`config.mk`:
```
export PLATFORM = sky130hd
export DESIGN_NAME = ksa_scheduler
export DESIGN_NICKNAME = d
export VERILOG_FILES = /design/src/rtl/ksa_scheduler.sv
export SDC_FILE = /design/constraint.sdc
export NUM_CORES = 1
export LEC_CHECK = 0
export ABC_AREA = 1
export ABC_CLOCK_PERIOD_IN_PS = 3700
export BUFFER_PORTS_ARGS = -buffer_cell sky130_fd_sc_hd__clkbuf_2
export CAP_MARGIN = 20
export CORE_MARGIN = 10
export CORE_UTILIZATION = 51
export CTS_BUF_LIST = sky130_fd_sc_hd__clkbuf_16
export DETAILED_ROUTE_END_ITERATION = 10
export PLACE_DENSITY = 0.78
export SLEW_MARGIN = 15
export SYNTH_ARGS = -nofsm -noshare
export SYNTH_HDL_FRONTEND = slang
export SYNTH_SLANG_ARGS = --single-unit
export TNS_END_PERCENT = 30
```
`constraint.sdc`:
```
create_clock -name clk -period 3.7 [get_ports clk]
set_input_delay 1.11 -clock clk [delete_from_list [all_inputs] [get_ports clk]]
set_output_delay 1.11 -clock clk [all_outputs]
set_load 0.03 [all_outputs]
```
`src/rtl/ksa_scheduler.sv`:
```
// RC4 key-scheduling stage. Fills the shared 256x8 S RAM with the identity
// permutation, then applies 256 key-driven swaps. Raises done once S holds
// the scheduled permutation so the decryptor can take over the RAM port.
//
// Handshake: start is a level request; only its rising edge acts, and only
// while the block is in IDLE or DONE (edges at other times are dropped).
// The key is captured on that accepted edge. done is a level that stays high
// in DONE until the next accepted start or reset. sWren is low in IDLE and
// DONE, so the RAM may be handed to the consumer while done is high.
module ksa_scheduler #(
  parameter int RAM_WIDTH  = 8,
  parameter int RAM_LENGTH = 8,
  parameter int KEY_LENGTH = 3
) (
  input  logic                    clk,
  input  logic                    reset,
  input  logic                    start,
  input  logic [8*KEY_LENGTH-1:0] key,
  input  logic [RAM_WIDTH-1:0]    sOut,
  output logic [RAM_WIDTH-1:0]    sIn,
  output logic [RAM_LENGTH-1:0]   sAddr,
  output logic                    sWren,
  output logic                    done,
  output logic                    busy
);

  localparam int KW = (KEY_LENGTH > 1) ? $clog2(KEY_LENGTH) : 1;

  typedef enum logic [2:0] {
    S_IDLE = 3'd0,
    S_INIT = 3'd1,
    S_RD_I = 3'd2,
    S_WT_I = 3'd3,
    S_WT_J = 3'd4,
    S_WR_I = 3'd5,
    S_WR_J = 3'd6,
    S_DONE = 3'd7
  } state_t;

  state_t                  state_q, state_d;
  logic [RAM_LENGTH-1:0]   i_q, i_d;
  logic [RAM_LENGTH-1:0]   j_q, j_d;
  logic [RAM_WIDTH-1:0]    si_q, si_d;
  logic [RAM_WIDTH-1:0]    sj_q, sj_d;
  logic [8*KEY_LENGTH-1:0] key_q, key_d;
  logic [KW-1:0]           kidx_q, kidx_d;
  logic                    start_q, start_d;

  logic                    start_edge;
  logic                    can_start;
  logic                    i_last;
  logic [7:0]              key_byte;
  logic [RAM_LENGTH-1:0]   jn;

  assign can_start  = (state_q == S_IDLE) || (state_q == S_DONE);
  assign start_edge = start & ~start_q;
  assign i_last     = &i_q;

  // Select key byte kidx; byte 0 sits in the most significant position.
  always_comb begin
    key_byte = '0;
    for (int k = 0; k < KEY_LENGTH; k++) begin
      if (kidx_q == KW'(k)) key_byte = key_q[8*(KEY_LENGTH-1-k) +: 8];
    end
  end

  // New j: 8-bit wrapping sum of old j, S[i] (arriving on sOut) and key byte.
  always_comb begin
    jn = RAM_LENGTH'(j_q + RAM_LENGTH'(sOut) + RAM_LENGTH'(key_byte));
  end

  // State and datapath registers; reset aborts any run immediately.
  always_ff @(posedge clk) begin
    if (reset) begin
      state_q <= S_IDLE;
      i_q     <= '0;
      j_q     <= '0;
      si_q    <= '0;
      sj_q    <= '0;
      key_q   <= '0;
      kidx_q  <= '0;
      start_q <= 1'b0;
    end else begin
      state_q <= state_d;
      i_q     <= i_d;
      j_q     <= j_d;
      si_q    <= si_d;
      sj_q    <= sj_d;
      key_q   <= key_d;
      kidx_q  <= kidx_d;
      start_q <= start_d;
    end
  end

  // Next-state logic: init sweep, then a 5-cycle read/read/write/write swap.
  always_comb begin
    state_d = state_q;
    case (state_q)
      S_IDLE:  if (start_edge) state_d = S_INIT;
      S_INIT:  if (i_last) state_d = S_RD_I;
      S_RD_I:  state_d = S_WT_I;
      S_WT_I:  state_d = S_WT_J;
      S_WT_J:  state_d = S_WR_I;
      S_WR_I:  state_d = S_WR_J;
      S_WR_J:  state_d = i_last ? S_DONE : S_RD_I;
      S_DONE:  if (start_edge) state_d = S_INIT;
      default: state_d = S_IDLE;
    endcase
  end

  // Datapath updates: counters, captured S bytes, key latch, edge history.
  always_comb begin
    i_d     = i_q;
    j_d     = j_q;
    si_d    = si_q;
    sj_d    = sj_q;
    key_d   = key_q;
    kidx_d  = kidx_q;
    start_d = start;
    case (state_q)
      S_IDLE, S_DONE: begin
        if (start_edge && can_start) begin
          i_d    = '0;
          j_d    = '0;
          kidx_d = '0;
          key_d  = key;
        end
      end
      // i wraps from all-ones back to 0 as the sweep finishes.
      S_INIT: i_d = i_q + RAM_LENGTH'(1);
      S_WT_I: begin
        si_d = sOut;
        j_d  = jn;
      end
      S_WT_J: sj_d = sOut;
      S_WR_J: begin
        kidx_d = (kidx_q == KW'(KEY_LENGTH - 1)) ? '0 : kidx_q + KW'(1);
        if (!i_last) i_d = i_q + RAM_LENGTH'(1);
      end
      default: ;
    endcase
  end

  // Output decode from the current state; self-swaps need no special case.
  always_comb begin
    sAddr = '0;
    sIn   = '0;
    sWren = 1'b0;
    done  = 1'b0;
    busy  = 1'b1;
    case (state_q)
      S_IDLE: busy = 1'b0;
      S_INIT: begin
        sAddr = i_q;
        sIn   = RAM_WIDTH'(i_q);
        sWren = 1'b1;
      end
      S_RD_I: sAddr = i_q;
      S_WT_I: sAddr = jn;
      S_WT_J: ;
      S_WR_I: begin
        sAddr = i_q;
        sIn   = sj_q;
        sWren = 1'b1;
      end
      S_WR_J: begin
        sAddr = j_q;
        sIn   = si_q;
        sWren = 1'b1;
      end
      S_DONE: begin
        done = 1'b1;
        busy = 1'b0;
      end
      default: busy = 1'b0;
    endcase
  end

endmodule

```
==> flow_metrics.py <==
metrics = {
    "clock_tree": {
        "clk_latency_ns": 0.33,
        "htree_levels": 3,
        "clk_pin_slew_worst_paths_ns": 0.05,
        "cts_num_sinks": 62,
        "cts_buffers": 9,
        "cts_tree": "done",
        "cts_root_buf": "clkbuf_16",
        "clock_tree.buffer_depth": 2,
        "hold_buffers": 0,
    },
    "worst_setup_path": {
        "arrival_ns": 3.03,
        "cp-endpoint": "sAddr[5]",
        "cp_cell_sequence": "clkbuf_2 > fa_1 > ha_2 > inv_2 > fa_2 > o21bai_2 > a21oi_1 > o21ai_1 > nand2_2 > clkbuf_4",
        "r2r_setup_slack_ns": 0.91,
        "critPathMaxFanout": 3,
        "critPathBufInv": 3,
        "critPathSlowestCell": "fa_1",
        "worstReg2RegStart": "kidx_q[0]",
        "required_ns": 2.59,
        "path_class": "in2out",
        "worstRegToRegCells": 16,
        "crit_family": "adder cells",
        "critPathMaxStageDelay_ns": 0.49,
        "r2r_end": "j_q[7]",
        "setup.worst_path.end_class": "primary output",
        "cp.depth": 10,
        "start_kind": "input pin",
        "worstSetupStartpoint": "sOut[1]",
    },
    "final_layout": {
        "nets": 620,
        "antenna_cells": 0,
        "drive_gt1_frac": 0.232,
        "seq_area_sq_um": 1240,
        "final_area_sq_um": 4330,
        "area_delta_synth_final_pct": 26.9,
        "layout_common_cells": "112 x nand2_1, 88 x nor2_1, 60 x dfxtp_1",
        "layout_commonest_cell": "nand2_1",
        "finalNonFillerCells": 650,
        "multiInputGateArea_sq_um": 2020,
        "fill_cells": 547,
    },
    "power_and_ir_drop": {
        "power_density_nw_per_um2": 548,
        "p_leak_uw": 0.00201,
        "vdd_drop_max_v": 0.000373,
    },
    "timing": {
        "fin_crit_sh": 1.12,
        "fmax_ghz": 0.242,
        "rsz0062_at_grt": "true",
        "fin_crit_ns": 4.14,
        "clock_skew_ns": 0.00390,
        "tightest_slew_ns": 0.735,
        "max_slew_margin": 0.506,
        "worst_slack_ns": -0.441,
        "drv_slew": 0,
        "setup_tns_ns": -2.11,
        "hold_viol": 0,
        "finalSetupViolations": 6,
    },
    "routing": {
        "viasPerCell": 5.40,
        "totalWireLength_um": 9610,
        "via_count": 3510,
        "drc": 0,
        "detailedRoute.firstPassIterationCount": 4,
        "wl_per_cell_um": 14.8,
        "drt_iter0_drc": 208,
        "ant_nets": 0,
    },
    "place": {
        "numPortBuffers": 53,
        "dp.cells": 630,
        "place_area_sq_um": 3920,
        "hpwl_um": 7110,
        "gp_congestion": 0.882,
    },
    "grt": {
        "grt_overflow": 0,
        "grt_pass1_wl_um": 15900,
        "antenna_found_initial": 0,
        "grt_max_degree": 28,
        "first_global_vias": 3441,
        "grt_usage": 0.192,
    },
    "synth": {
        "syn-num-nets": 541,
        "syn-instance-count": 489,
        "yosys.area.top_type": "dfxtp_1",
        "synth_top_area_share": 0.364,
        "synth_area_sq_um": 3410,
        "ys_top_cells_by_area": "dfxtp_1 36%, nand2_1 13%, nor2_1 10%",
        "synth_area_per_cell_sq_um": 6.97,
        "synth-seq-area-share": 0.364,
        "netlist-cell-type-count": 39,
        "synth_seq_cells": 62,
        "yosysWarnings": 0,
    },
    "die": {
        "die_y_um": 102,
        "die_width_um": 102,
        "initial_core_util": 0.531,
        "io-pin-count": 54,
        "core_area_sq_um": 6420,
        "rows": 29,
        "die_area_sq_um": 10400,
    },
    "status": {
        "violations": "setup timing",
        "status": "finished, violations left",
    },
    "job": {
        "maxCapViolCount": 0,
    },
    "hold_path": {
        "hp-class": "reg2reg",
    },
}
## state kept, by name, summed over array words and instances, names as in the netlist
name,cells
i_q,8
j_q,8
key_q,24
kidx_q,2
si_q,8
sj_q,8
start_q,1
state_q,3
## worst min path at each step
stage	startpoint	endpoint	slack, ns	depth (start not counted)
2_1_floorplan	key_q[14]	key_q[14]	0.45	2
3_3_place_gp	key_q[14]	key_q[14]	0.46	2
3_5_place_dp	key_q[6]	key_q[6]	0.47	2
4_1_cts	key_q[6]	key_q[6]	0.48	2
5_1_grt	key_q[21]	key_q[21]	0.51	2
6_report	key_q[6]	key_q[6]	0.48	2
## cell type report
class	instances	share of cell area
well taps	77	0.0223
inverters	41	0.0385
clock inverters	7	0.0130
flip-flops and latches	62	0.288
multi-input cells	372	0.467
clock buffers	9	0.0521
repair buffers	82	0.120
## synth_stat cells (all sizes together)
cell and number:
a21o 1, a22oi 7, o21bai 1, buf 5, inv 40, clkinv 1, clkbuf 9, a21oi 29
or2 1, fa 8, nor3 5, nand2 122, nand4 5, dfxtp 62, o21ai 50, a211oi 2
ha 9, nor2 96, xnor2 1, nand3 24, xor2 1, nor3b 2, nand3b 1, o211ai 7
## through the flow
stage	utilization	hold WS [ns]	setup WS (ns)	total power, uW
6_report	0.673	0.480	-0.441	2370
3_5_place_dp	0.610	0.472	-0.472	1530
4_1_cts	0.668	0.484	-0.386	2360
2_1_floorplan	-	0.448	-0.0835	1340
5_1_grt	0.673	0.506	-0.512	2510
3_3_place_gp	0.610	0.463	-0.398	1510
## metal layers
metal,GRT usage,share of wire,wire length (um),up-vias
li1,-,-,-,1749
met1,0.236,0.43,4170,1634
met2,0.315,0.47,4550,116
met3,0.0613,0.078,753,11
met4,0.0572,0.014,136,0
met5,0,0,0,-
## worst min-delay path, cell delays in order (launching register included)
cell and delay (ns):
dfxtp_1 0.32, nor2_1 0.05, nor2_1 0.08
## logic make-up after synthesis
family                     synth area share
DFF                                   0.364
AOI/OAI and AO/OA                     0.160
adders and majority gates            0.0800
xor gates and xnor gates            0.00514
and+or+nand+nor                       0.319
buffers and inverters                0.0716
## power by group
group | switching (uW) | internal [uW] | total (uW) | leakage, uW
combinational | 485 | 276 | 761 | 0.00135
sequential | 63.5 | 748 | 811 | 0.000507
clock | 291 | 509 | 800 | 0.000145
## what timing repair did
item / CTS / global route
pin swaps: 7 / 4
endpoints found under the setup margin: 6 / 6
gates cloned: 0 / 0
buffers inserted: 2 / 2
gates resized for setup: 18 / 7
(Power assumes the default switching activity.)
